[src/rtl/midpoint_line_drawer.sv]
// Midpoint (Bresenham) line rasterizer: one pixel write per step into the frame
// buffer, all eight octants, off-screen clipping and write backpressure.
module midpoint_line_drawer #(
  parameter int H_RES   = 640,
  parameter int V_RES   = 480,
  parameter int COORD_W = 10
) (
  input  logic               Clk,
  input  logic               Reset,
  input  logic               draw_start,
  input  logic [COORD_W-1:0] x0,
  input  logic [COORD_W-1:0] y0,
  input  logic [COORD_W-1:0] x1,
  input  logic [COORD_W-1:0] y1,
  input  logic               color,
  input  logic               fb_ready,
  output logic               draw_done,
  output logic               draw_we,
  output logic [COORD_W-1:0] DrawX,
  output logic [COORD_W-1:0] DrawY,
  output logic               draw_data
);

  localparam int CW = COORD_W + 2;
  localparam logic [COORD_W:0] HLIM = (COORD_W+1)'(H_RES);
  localparam logic [COORD_W:0] VLIM = (COORD_W+1)'(V_RES);

  localparam logic [1:0] S_IDLE  = 2'd0;
  localparam logic [1:0] S_SETUP = 2'd1;
  localparam logic [1:0] S_DRAW  = 2'd2;
  localparam logic [1:0] S_DONE  = 2'd3;

  logic [1:0]                state_q, state_d;
  logic [COORD_W-1:0]        x0_q, y0_q, x1_q, y1_q;
  logic [COORD_W-1:0]        x0_d, y0_d, x1_d, y1_d;
  logic                      color_q, color_d;
  logic [COORD_W-1:0]        cx_q, cy_q, cx_d, cy_d;
  logic signed [CW-1:0]      err_q, err_d, dx_q, dx_d, dy_q, dy_d;
  logic                      sxn_q, sxn_d, syn_q, syn_d;

  logic signed [CW-1:0]      dx_raw, dy_raw, e2;
  logic                      clipped, step_x, step_y, at_end;

  always_comb begin
    dx_raw  = $signed({2'b00, x1_q}) - $signed({2'b00, x0_q});
    dy_raw  = $signed({2'b00, y1_q}) - $signed({2'b00, y0_q});
    // err stays within +/-(2^COORD_W - 1), so doubling fits in CW bits
    e2      = $signed({err_q[CW-2:0], 1'b0});
    step_x  = (e2 >= dy_q);
    step_y  = (e2 <= dx_q);
    clipped = !(({1'b0, cx_q} < HLIM) && ({1'b0, cy_q} < VLIM));
    at_end  = (cx_q == x1_q) && (cy_q == y1_q);

    state_d = state_q;
    x0_d    = x0_q;
    y0_d    = y0_q;
    x1_d    = x1_q;
    y1_d    = y1_q;
    color_d = color_q;
    cx_d    = cx_q;
    cy_d    = cy_q;
    err_d   = err_q;
    dx_d    = dx_q;
    dy_d    = dy_q;
    sxn_d   = sxn_q;
    syn_d   = syn_q;

    case (state_q)
      S_IDLE: begin
        if (draw_start) begin
          x0_d    = x0;
          y0_d    = y0;
          x1_d    = x1;
          y1_d    = y1;
          color_d = color;
          state_d = S_SETUP;
        end
      end
      S_SETUP: begin
        dx_d    = dx_raw[CW-1] ? -dx_raw : dx_raw;
        dy_d    = dy_raw[CW-1] ? dy_raw : -dy_raw;
        err_d   = (dx_raw[CW-1] ? -dx_raw : dx_raw) + (dy_raw[CW-1] ? dy_raw : -dy_raw);
        sxn_d   = !(x0_q < x1_q);
        syn_d   = !(y0_q < y1_q);
        cx_d    = x0_q;
        cy_d    = y0_q;
        state_d = S_DRAW;
      end
      S_DRAW: begin
        // A clipped pixel advances without waiting on the frame buffer
        if (fb_ready || clipped) begin
          if (at_end) begin
            state_d = S_DONE;
          end else begin
            err_d = err_q + (step_x ? dy_q : '0) + (step_y ? dx_q : '0);
            if (step_x) cx_d = sxn_q ? cx_q - 1'b1 : cx_q + 1'b1;
            if (step_y) cy_d = syn_q ? cy_q - 1'b1 : cy_q + 1'b1;
          end
        end
      end
      default: begin
        if (!draw_start) state_d = S_IDLE;
      end
    endcase
  end

  always_ff @(posedge Clk) begin
    if (Reset) begin
      state_q <= S_IDLE;
      x0_q    <= '0;
      y0_q    <= '0;
      x1_q    <= '0;
      y1_q    <= '0;
      color_q <= 1'b0;
      cx_q    <= '0;
      cy_q    <= '0;
      err_q   <= '0;
      dx_q    <= '0;
      dy_q    <= '0;
      sxn_q   <= 1'b0;
      syn_q   <= 1'b0;
    end else begin
      state_q <= state_d;
      x0_q    <= x0_d;
      y0_q    <= y0_d;
      x1_q    <= x1_d;
      y1_q    <= y1_d;
      color_q <= color_d;
      cx_q    <= cx_d;
      cy_q    <= cy_d;
      err_q   <= err_d;
      dx_q    <= dx_d;
      dy_q    <= dy_d;
      sxn_q   <= sxn_d;
      syn_q   <= syn_d;
    end
  end

  assign draw_we   = (state_q == S_DRAW) && !clipped;
  assign draw_done = (state_q == S_DONE);
  assign DrawX     = (state_q == S_DRAW) ? cx_q : '0;
  assign DrawY     = (state_q == S_DRAW) ? cy_q : '0;
  assign draw_data = (state_q == S_DRAW) ? color_q : 1'b0;

endmodule

[config.mk]
export PLATFORM = sky130hd
export DESIGN_NAME = midpoint_line_drawer
export DESIGN_NICKNAME = d
export VERILOG_FILES = /design/src/rtl/midpoint_line_drawer.sv
export SDC_FILE = /design/constraint.sdc
export NUM_CORES = 1
export LEC_CHECK = 0
export BUFFER_PORTS_ARGS = -buffer_cell sky130_fd_sc_hd__buf_4
export CAP_MARGIN = 30
export CORE_MARGIN = 3
export CORE_UTILIZATION = 65
export CTS_CLUSTER_SIZE = 25
export DETAILED_ROUTE_END_ITERATION = 7
export PLACE_DENSITY = 0.86
export SLEW_MARGIN = 20
export SYNTH_ARGS = -nofsm -noshare
export SYNTH_HDL_FRONTEND = slang
export SYNTH_SLANG_ARGS = --single-unit
export TNS_END_PERCENT = 50
[constraint.sdc]
create_clock -name Clk -period 7.15 [get_ports Clk]
set_clock_uncertainty 0.2 [all_clocks]
set_input_delay 1.7875 -clock Clk [delete_from_list [all_inputs] [get_ports Clk]]
set_output_delay 1.7875 -clock Clk [all_outputs]
set_load 0.01 [all_outputs]
==> impl_results.md, run 1 <==
* Layout area overhead at 11.6%
* Dpl cell area at 8820 µm²
* Hold path start: dx_q[11]$_SDFFE_PP0P_
* Post-CTS setup buffer count at 0
* Crit Path Class: flip-flop to flip-flop
* Critical Path AT at 5170 ps
* Max frequency at 196 MHz
* Synth Area per Inst at 7.79 µm²
* Post-CTS resize count at 0
* Initial antenna violation count at 0
* Most common cell after layout, fill and taps aside: nand2_1
* Fin area at 9180 µm²
* Syn. warnings at 0
* Die area at 14000 µm²
* FF-to-FF Start: y0_q[0]$_SDFFE_PP0P_
* Most used DFF post-synth: dfxtp_1
* CP Launch Point: y0_q[0]$_SDFFE_PP0P_
* Worst-path fanout max at 6
* Post-synth net total at 1200
* Initial Utilization at 67.4%
* IO buf count at 67
* Total CTS buffers at 9
* Worst Hold Margin at 259 ps
* Worst setup SP type: flip-flop
* WP data required at 7220 ps
* # DRC at 0
* Remaining Overflow, GRT at 0
* Number of fill cells at 953
* First-pass GRT wire length at 35.3 mm
* Setup ws final at 2050 ps
* Slew @ Worst Pin at 935 ps
* Sequential area share after synthesis at 24.3%
* Final ANT Viol Nets at 0
* Post-synth top area share at 24.3%
* Pre-CTS setup slack at 2190 ps
* Final min period at 5100 ps
* Clk pin slew, worst setup/hold paths at 70 ps
* Final #Nets at 1243
* Setup TNS at 0 ps
* Slew Limit Fails at 0
* #FFs+latches synth at 100
* Max-cap violations at 0
* Most frequent cells in the layout: nand2_1 (120), nor2_1 (113), dfxtp_1 (100)
* Post-synth cell types at 76
* Clock sink total at 100
* Normalized max-slew margin at 36.1%
* Total GRT Usage at 30.2%
* EDFF count, synth at 0
* Final count of hold timing violations at 0
* Skew-Pair Late Insertion Delay at 360 ps
* Most area-hungry cell type in the Yosys netlist: dfxtp_1
* Deepest clock path buffer count at 2
* Count of final setup violators at 0
* Hold Crit Class: flip-flop to flip-flop
* Clock root cell: clkbuf_16
* Die width at 119 µm
* CTS Hold Bufs at 0
* DP HPWL at 15.6 mm
* Vias at 7651
* Wire per inst at 16.6 µm
* Inserted Diodes at 0
* Largest cells by area after synthesis: dfxtp_1 (24%), ha_1 (13%), a21oi_1 (5.7%)
* Async set or reset register ratio after synthesis at 0%
* Pin count of the biggest net entering global routing at 101
* Via/cell ratio at 6.01
* Share of cells above drive strength 1 at 9.87%
* Routability cong. at 0.940
* Post-Syn Area at 8230 µm²
* Die H at 119 µm
* CTS tree: done
* Drt pass-1 iters at 5
* Final worst-path cycle share at 71.4%
* Core Rows at 40
* Vias in the first global route at 7340
* I/O pin count at 68
* Outcome: completed
* Initial drt markers at 626
* Post-synthesis cell count at 1056
* CP endpoint kind: flip-flop
* Routed Wire Length at 21.1 mm
* Core Footprint at 12200 µm²
* H-tree levels at 3
* RSZ-0062 raised after global routing: no
==> logic make-up after synthesis <==
family,synth area share (%)
compound gates,21.1
xor+xnor,6.92
fa+ha+maj,16.5
buf+inv,6.40
flops,24.3
mux,3.60
simple gates,21.1
==> registers in the layout, indices dropped and copies added, names as in the netlist <==
signal,count
dx_q,12
dy_q,12
err_q,11
cx_q,10
cy_q,10
x0_q,10
x1_q,10
y0_q,10
y1_q,10
state_q,2
color_q,1
sxn_q,1
syn_q,1
==> worst paths after layout <==
path	end	slack [ps]	cells after the start
worst max-delay path	err_q[9]$_SDFFE_PP0P_	2050	18
worst min-delay path	dx_q[11]$_SDFFE_PP0P_	260	2
worst max register to register	err_q[9]$_SDFFE_PP0P_	2050	18
worst min register to register	dx_q[11]$_SDFFE_PP0P_	260	2
==> cells in the mapped netlist, drive strengths merged (15+ instances only) <==
library cell	number
ha	83
o21ai	33
xor2	26
xnor2	39
a21oi	96
inv	96
and2	20
nor3	33
a211oi	29
clkbuf	37
nand2	120
nor2	113
fa	16
mux2i	27
dfxtp	100
a21o	15
==> routing by layer <==
layer	GRT usage, %	wire [µm]	vias up
met2	51.1	10100	245
met4	11.4	602	0
met3	3.25	1010	53
met1	39.8	9420	3582
li1	-	-	3771
met5	0	0	-
==> worst max-delay path, cell delays in order, from the launching register on <==
cell and delay (ps):
dfxtp_1 380, ha_1 230, inv_1 70, fa_1 420
a21o_1 180, a21o_1 230, a221oi_4 320, o21ai_1 260
mux2i_1 420, inv_1 90, ha_1 290, a21o_1 180
a21oi_1 230, o21bai_1 120, a2111oi_0 720, o41ai_1 190
xor2_1 160, nand2_1 60, a311oi_1 260
==> final cells by class <==
type	instances	area, µm²	area share (%)
clock buffer	9	225	2.45
sequential	100	2000	21.8
clock inverter	7	105	1.14
multi-input combinational	817	5700	62.1
inverter	97	364	3.97
timing repair buffer	74	576	6.27
tap	168	210	2.29
==> metrics by stage <==
step                instances  utilization, %
floorplan                1056               -
global placement         1255            72.3
detailed placement       1255            72.3
CTS                      1271            75.0
global route             1272            75.2
finish                   1272            75.2
Power of run 1 is left out: the tool's default activity adds up to more than one toggle a clock period on the data nets, which glitch-free logic cannot reach.
==> run 2: changes to the inputs <==
--- a/config.mk
+++ b/config.mk
@@ -5,13 +5,14 @@
 export SDC_FILE = /design/constraint.sdc
 export NUM_CORES = 1
 export LEC_CHECK = 0
+export ABC_AREA = 1
 export BUFFER_PORTS_ARGS = -buffer_cell sky130_fd_sc_hd__buf_4
 export CAP_MARGIN = 30
 export CORE_MARGIN = 3
-export CORE_UTILIZATION = 65
+export CORE_UTILIZATION = 56
 export CTS_CLUSTER_SIZE = 25
 export DETAILED_ROUTE_END_ITERATION = 7
-export PLACE_DENSITY = 0.86
+export PLACE_DENSITY = 0.78
 export SLEW_MARGIN = 20
 export SYNTH_ARGS = -nofsm -noshare
 export SYNTH_HDL_FRONTEND = slang
==> constraint.sdc (replaced) <==
create_clock -name Clk -period 4.61 [get_ports Clk]
set_clock_uncertainty 0.2 [all_clocks]
set_input_delay 1.1525 -clock Clk [delete_from_list [all_inputs] [get_ports Clk]]
set_output_delay 1.1525 -clock Clk [all_outputs]
set_load 0.01 [all_outputs]
==> impl_results.md, run 2 <==
* Die area at 17100 µm² (+22%)
* CTS tree: done
* Initial antenna violation count at 0 (unchanged)
* Most common cell after layout, fill and taps aside: nand2_1
* Final ANT Viol Nets at 0 (unchanged)
* Initial drt markers at 541 (-14%)
* Clk pin slew, worst setup/hold paths at 70 ps (about the same)
* CP Cell Sequence: inv_1 -> ha_1 -> nand2_1 -> nand2_1 -> nand2_1 -> nand2_1 -> nand2_1 -> nand3_1 -> nor2_2 -> inv_4 -> nand2_1 -> xor2_1 -> inv_1 -> ha_1 -> a21oi_1 -> o21ai_0 -> a21oi_1 -> o21ai_0 -> nand2_1 -> nand2_1 -> nand2_1 -> nand2_1 -> o21ai_0 -> a21oi_1
* Dpl cell area at 9330 µm² (+5.8%)
* Worst-path fanout max at 9 (+3)
* Clock root cell: clkbuf_16
* Top Metal Used: met4
* Most used DFF post-synth: dfxtp_1
* Share of cells above drive strength 1 at 10.7% (+0.87 points)
* Worst setup SP type: flip-flop
* Slowest cell on crit path: ha_1
* Initial Utilization at 57.4% (-10 points)
* Number of fill cells at 1441 (+51%)
* Hold Crit Class: flip-flop to flip-flop
* Drt pass-1 iters at 5 (unchanged)
* Deepest clock path buffer count at 2 (unchanged)
* Total GRT Usage at 28.3% (-1.9 points)
* Vias in the first global route at 8156 (+11%)
* Total CTS buffers at 9 (unchanged)
* Routability cong. at 1.02 (+8.1%)
* Post-synth cell types at 49 (-36%)
* Crit Path Class: flip-flop to flip-flop
* #FFs+latches synth at 100 (unchanged)
* Slew Limit Fails at 0 (unchanged)
* Normalized max-slew margin at 47.0% (+11 points)
* Post-synth net total at 1494 (+25%)
* Core Footprint at 15200 µm² (+24%)
* Outcome: completed
* Compound-Gate Fraction of Synth Area at 16.8% (-4.3 points)
* Vias at 8742 (+14%)
* Core Util, Final at 63.5% (-12 points)
* H-tree levels at 3 (unchanged)
* Sequential area share after synthesis at 22.9% (-1.4 points)
* CP endpoint kind: flip-flop
* Skew-Pair Late Insertion Delay at 360 ps (about the same)
* Remaining Overflow, GRT at 0 (unchanged)
* Post-synth top area share at 22.9% (-1.4 points)
* Top cell by count, worst path: nand2_1
* Most frequent cells in the layout: nand2_1 (296), inv_1 (232), o21ai_0 (116)
* Family with the most delay on the worst path: compound AO/OA/AOI/OAI gates
* WP data required at 4650 ps (-2570 ps)
* Most frequent cells after synthesis: nand2_1 (298), inv_1 (234), o21ai_0 (117)
* Core Rows at 45 (+13%)
* Final worst-path cycle share at 92.3% (+21 points)
* Post-synthesis cell count at 1350 (+28%)
* Routed Wire Length at 23.8 mm (+13%)
* Main combinational cell family by area after synthesis: simple AND/OR/NAND/NOR gates
* Clock sink total at 100 (unchanged)
* WL met2 at 10.8 mm (+6.9%)
* Most area-hungry cell type in the Yosys netlist: dfxtp_1
* Fin area at 9660 µm² (+5.2%)
* Max frequency at 235 MHz (+20%)
* DP HPWL at 18.0 mm (+15%)
* Syn. warnings at 0 (unchanged)
* Synth Area in XOR/XNOR at 4.59% (-2.3 points)
* I/O pin count at 68 (unchanged)
* Post-Syn Area at 8730 µm² (+6.1%)
* Post-synthesis mux area share at 0% (-3.6 points)
* Most common cell in the netlist: nand2_1
* Max-cap violations at 0 (unchanged)
* Largest cells by area after synthesis: dfxtp_1 (23%), nand2_1 (13%), ha_1 (12%)
* Final min period at 4250 ps (-849 ps)
* First-pass GRT wire length at 38.6 mm (+9.5%)
* Critical Path AT at 4290 ps (-880 ps)
* Die H at 131 µm (+10%)
* Inserted Diodes at 0 (unchanged)
* IO buf count at 67 (unchanged)
* Top Registers: dx_q: 12 flops, dy_q: 12 flops, err_q: 11 flops
* EDFF count, synth at 0 (unchanged)
* Total length of routed met3 wires at 1.54 mm (+51%)
* Max incr delay on CP at 430 ps (-290 ps)
* # DRC at 0 (unchanged)
* Async set or reset register ratio after synthesis at 0% (unchanged)
* Die width at 131 µm (+10%)
* Final count of hold timing violations at 0 (unchanged)
* Internal reg-to-reg setup slack at 360 ps (-1690 ps)
* M1 WL at 10.6 mm (+13%)
* Crit path buf inv count at 3 (+1)
* Via/cell ratio at 5.49 (-8.8%)
* Count of final setup violators at 0 (unchanged)
* Layout area overhead at 10.7%
* Synth Area per Inst at 6.47 µm² (-17%)
* Wire per inst at 14.9 µm (-10%)
* Pin count of the biggest net entering global routing at 75 (-26%)
* Post-synthesis adder-cell area fraction at 15.6% (-0.95 points)
* Final #Nets at 1544 (+24%)
* Slew @ Worst Pin at 794 ps (-141 ps)
* Post-synthesis simple-gate area fraction at 27.6% (+6.5 points)
run 2: changes by cell type after synthesis, sizes merged, moves of 16 or more:
| cell | before | now |
|---|---|---|
| nor3 | 33 | 8 |
| a211oi | 29 | 2 |
| o22ai | 2 | 18 |
| nand2 | 120 | 317 |
| inv | 96 | 241 |
| mux2i | 27 | 0 |
| xnor2 | 39 | 14 |
| nand3 | 13 | 83 |
| o21ai | 33 | 120 |
| and2 | 20 | 1 |
run 2: through the flow:
step	hold slack, ps	setup TNS (ps)	setup WS (ps)	cells
floorplan	220	0	844	1350
global placement	229	0	230	1574
detailed placement	255	0	208	1574
CTS	265	0	170	1590
global route	289	-6.29	-6.29	1593
finish	267	0	357	1593
run 2: cell type report:
cell class / instances / area, µm² / share of cell area (%)
Clock inverter: 4 / 32.5 / 0.337
Clock buffer: 12 / 246 / 2.55
Timing Repair Buffer: 74 / 556 / 5.75
Timing Repair inverter: 1 / 5.00 / 0.0518
Inverter: 242 / 915 / 9.47
Sequential cell: 100 / 2000 / 20.7
Tap cell: 188 / 235 / 2.44
Multi-Input combinational cell: 972 / 5670 / 58.7
run 2: per-layer routing:
metal	GRT usage (%)	vias to the layer above
li1	-	4440
met1	37.0	3958
met2	46.6	294
met3	5.16	50
met4	11.0	0
met5	0	-
run 2: repair_timing:
item	4_1_cts	5_1_grt
hold buffers	0	0
setup endpoints to repair	0	3
gates resized for setup	0	6
buffers inserted	0	2
run 2: worst paths after layout:
path / endpoint / startpoint / cells past startpoint
max: err_q[9]$_SDFFE_PP0P_ / y0_q[3]$_SDFFE_PP0P_ / 24
min: dx_q[11]$_SDFFE_PP0P_ / dx_q[11]$_SDFFE_PP0P_ / 2
max reg2reg: err_q[9]$_SDFFE_PP0P_ / y0_q[3]$_SDFFE_PP0P_ / 24
min reg2reg: dx_q[11]$_SDFFE_PP0P_ / dx_q[11]$_SDFFE_PP0P_ / 2
run 2: cells by family after synthesis:
group	count (synthesis)
simple gates	558
buf+inv	278
compound gates	271
flops	100
fa+ha+maj	99
xor+xnor	44
run 2: worst reg2reg max path, stage by stage (launching register included):
cell,delay (ps)
dfxtp_1,320
inv_1,70
ha_1,430
nand2_1,150
nand2_1,80
nand2_1,80
nand2_1,50
nand2_1,60
nand3_1,100
nor2_2,190
inv_4,80
nand2_1,70
xor2_1,390
inv_1,100
ha_1,360
a21oi_1,220
o21ai_0,100
a21oi_1,240
o21ai_0,190
nand2_1,90
nand2_1,50
nand2_1,50
nand2_1,60
o21ai_0,310
a21oi_1,120
Power of run 2 is left out for the same reason.
==> run 3: changes to the inputs <==
--- a/config.mk
+++ b/config.mk
@@ -8,6 +8,7 @@
 export ABC_AREA = 1
 export BUFFER_PORTS_ARGS = -buffer_cell sky130_fd_sc_hd__buf_4
 export CAP_MARGIN = 30
+export CORE_ASPECT_RATIO = 0.5
 export CORE_MARGIN = 3
 export CORE_UTILIZATION = 56
 export CTS_CLUSTER_SIZE = 25
==> impl_results.md, run 3 (synthesized netlist as in run 2, its figures left out) <==
* Outcome: completed
* Setup ws final at 325 ps (-32.2 ps)
* Hold path start: dx_q[11]$_SDFFE_PP0P_
* R2r worst-path depth at 24 (unchanged)
* Max-cap violations at 0 (unchanged)
* H-tree levels at 3 (unchanged)
* Clock sink total at 100 (unchanged)
* Inserted Diodes at 0 (unchanged)
* First-pass GRT wire length at 39.2 mm (+1.5%)
* Final ANT Viol Nets at 0 (unchanged)
* Hold Crit Class: flip-flop to flip-flop
* Die area at 17200 µm² (+0.53%)
* Final min period at 4280 ps (+32.2 ps)
* Initial antenna violation count at 0 (unchanged)
* Most common cell after layout, fill and taps aside: nand2_1
* Share of cells above drive strength 1 at 11.0% (+0.26 points)
* Top Registers: dx_q: 12 flops, dy_q: 12 flops, err_q: 11 flops
* Pre-CTS setup slack at 58.2 ps (-149 ps)
* Hold Crit Depth at 2 (unchanged)
* Via/cell ratio at 5.50 (+0.28%)
* Count of final setup violators at 0 (unchanged)
* Crit Path Class: flip-flop to flip-flop
* Worst-path fanout max at 5 (-4)
* Met2 Use GR at 46.0% (-0.54 points)
* # DRC at 0 (unchanged)
* Vias in the first global route at 8068 (-1.1%)
* Deepest clock path buffer count at 2 (unchanged)
* Max incr delay on CP at 440 ps (about the same)
* Remaining Overflow, GRT at 0 (unchanged)
* Initial drt markers at 715 (+32%)
* Layout area overhead at 11.1%
* CTS tree: done
* Slew @ Worst Pin at 846 ps (+51.9 ps)
* Met3 GRT Util at 4.14% (-1.0 points)
* Critical Path AT at 4390 ps (+100 ps)
* Max frequency at 233 MHz (-0.75%)
* Global-route track usage on met1 at 39.7% (+2.7 points)
* Core Rows at 31 (-31%)
* Setup TNS at 0 ps (unchanged)
* Hold endpoint: dx_q[11]$_SDFFE_PP0P_
* Clock root cell: clkbuf_16
* Wire per inst at 15.2 µm (+1.8%)
* CP Cell Sequence: ha_1 -> nand2_1 -> nor2_1 -> and2_1 -> nand2_1 -> nand3_1 -> nand2_1 -> nand2_2 -> clkinvlp_4 -> buf_4 -> nor2_1 -> fa_1 -> ha_1 -> a21oi_1 -> o21ai_0 -> nand2_1 -> nand2_1 -> a31oi_1 -> inv_1 -> nand3_1 -> nand3_1 -> nand3_1 -> nand2_1 -> inv_1
* Die H at 94.3 µm (-28%)
* Die width at 183 µm (+40%)
* Crit path buf inv count at 4 (+1)
* Initial Utilization at 58.8% (+1.3 points)
* Total CTS buffers at 9 (unchanged)
* Final count of hold timing violations at 0 (unchanged)
* Vias at 8838 (+1.1%)
* IO buf count at 67 (unchanged)
* Normalized max-slew margin at 43.6% (-3.5 points)
* Worst setup SP type: flip-flop
* Routability cong. at 0.984 (-3.1%)
* Total GRT Usage at 28.3% (-0.029 points)
* Skew-Pair Late Insertion Delay at 360 ps (about the same)
* RSZ-0062 raised after global routing: no
* WP data required at 4720 ps (+70 ps)
* Most frequent cells in the layout: nand2_1 (296), inv_1 (232), o21ai_0 (116)
* Routed Wire Length at 24.4 mm (+2.6%)
* Family with the most delay on the worst path: simple AND/OR/NAND/NOR gates
* Peak-usage layer in the global routing report: met2
* Final #Nets at 1547 (+0.19%)
* DP HPWL at 18.9 mm (+5.2%)
* Clk pin slew, worst setup/hold paths at 70 ps (about the same)
* Drt pass-1 iters at 5 (unchanged)
* R2r endpoint: err_q[10]$_SDFFE_PP0P_
* I/O pin count at 68 (unchanged)
* Slowest cell on crit path: fa_1
* Final worst-path cycle share at 92.9% (+0.70 points)
* CP endpoint kind: flip-flop
* Top cell by count, worst path: nand2_1
* Pin count of the biggest net entering global routing at 66 (-12%)
* FF-to-FF Start: err_q[10]$_SDFFE_PP0P_
* Core Footprint at 14900 µm² (-2.3%)
* Slew Limit Fails at 0 (unchanged)
* Internal reg-to-reg setup slack at 330 ps (-30 ps)
[run 3: cell types whose count changed in the layout (fill, tap and decap cells not counted), moves of 2 or more]
cell	before	now
inv_8	0	2
xor2_1	26	28
buf_4	74	77
clkinvlp_4	3	1
clkinv_2	0	2
clkbuf_1	2	0
xor2_2	4	2
[run 3: metal layers]
metal	share of wire [%]	vias up
met5	0	-
met4	1.6	0
li1	-	4457
met2	44	292
met3	7.0	34
met1	48	4055
[run 3: worst max-delay path by stage]
stage	from	endpoint	slack, ps	depth (start not counted)
floorplan	err_q[10]$_SDFFE_PP0P_	err_q[9]$_SDFFE_PP0P_	840	27
global placement	err_q[10]$_SDFFE_PP0P_	err_q[9]$_SDFFE_PP0P_	230	24
detailed placement	err_q[10]$_SDFFE_PP0P_	err_q[9]$_SDFFE_PP0P_	60	24
CTS	err_q[10]$_SDFFE_PP0P_	err_q[9]$_SDFFE_PP0P_	30	24
global route	dx_q[11]$_SDFFE_PP0P_	err_q[9]$_SDFFE_PP0P_	2	25
finish	err_q[10]$_SDFFE_PP0P_	err_q[10]$_SDFFE_PP0P_	330	24
[run 3: metrics by stage]
stage                     std cells  instance area, µm²  hold WS [ps]  utilization [%]
final                          1606                9700           265             65.3
after detailed placement       1584                9350           233             62.9
after global placement         1584                9350           231             62.9
after CTS                      1600                9630           244             64.8
after floorplan                1350                8730           220                -
after global routing           1606                9700           300             65.3
[run 3: layout make-up]
cell class,count,area (µm²)
clock buffers,9,225
clock inverters,7,58.8
fillers,1371,5160
inverters,242,915
multi-input cells,972,5670
flip-flops and latches,100,2000
well taps,198,248
repair buffers,77,578
repair inverters,1,5.00
[run 3: what timing repair did]
action,in CTS,in global routing
hold buffers,0,0
buffers inserted,0,5
gates resized for setup,0,6
endpoints found under the setup margin,0,4
[run 3: tightest hold or removal path: cells and delay by family, from the launching register on]
family	cells	cell delay, ps
and+or+nand+nor	1	50
DFF	1	310
buffers and inverters	1	60
Power of run 3 is left out for the same reason.
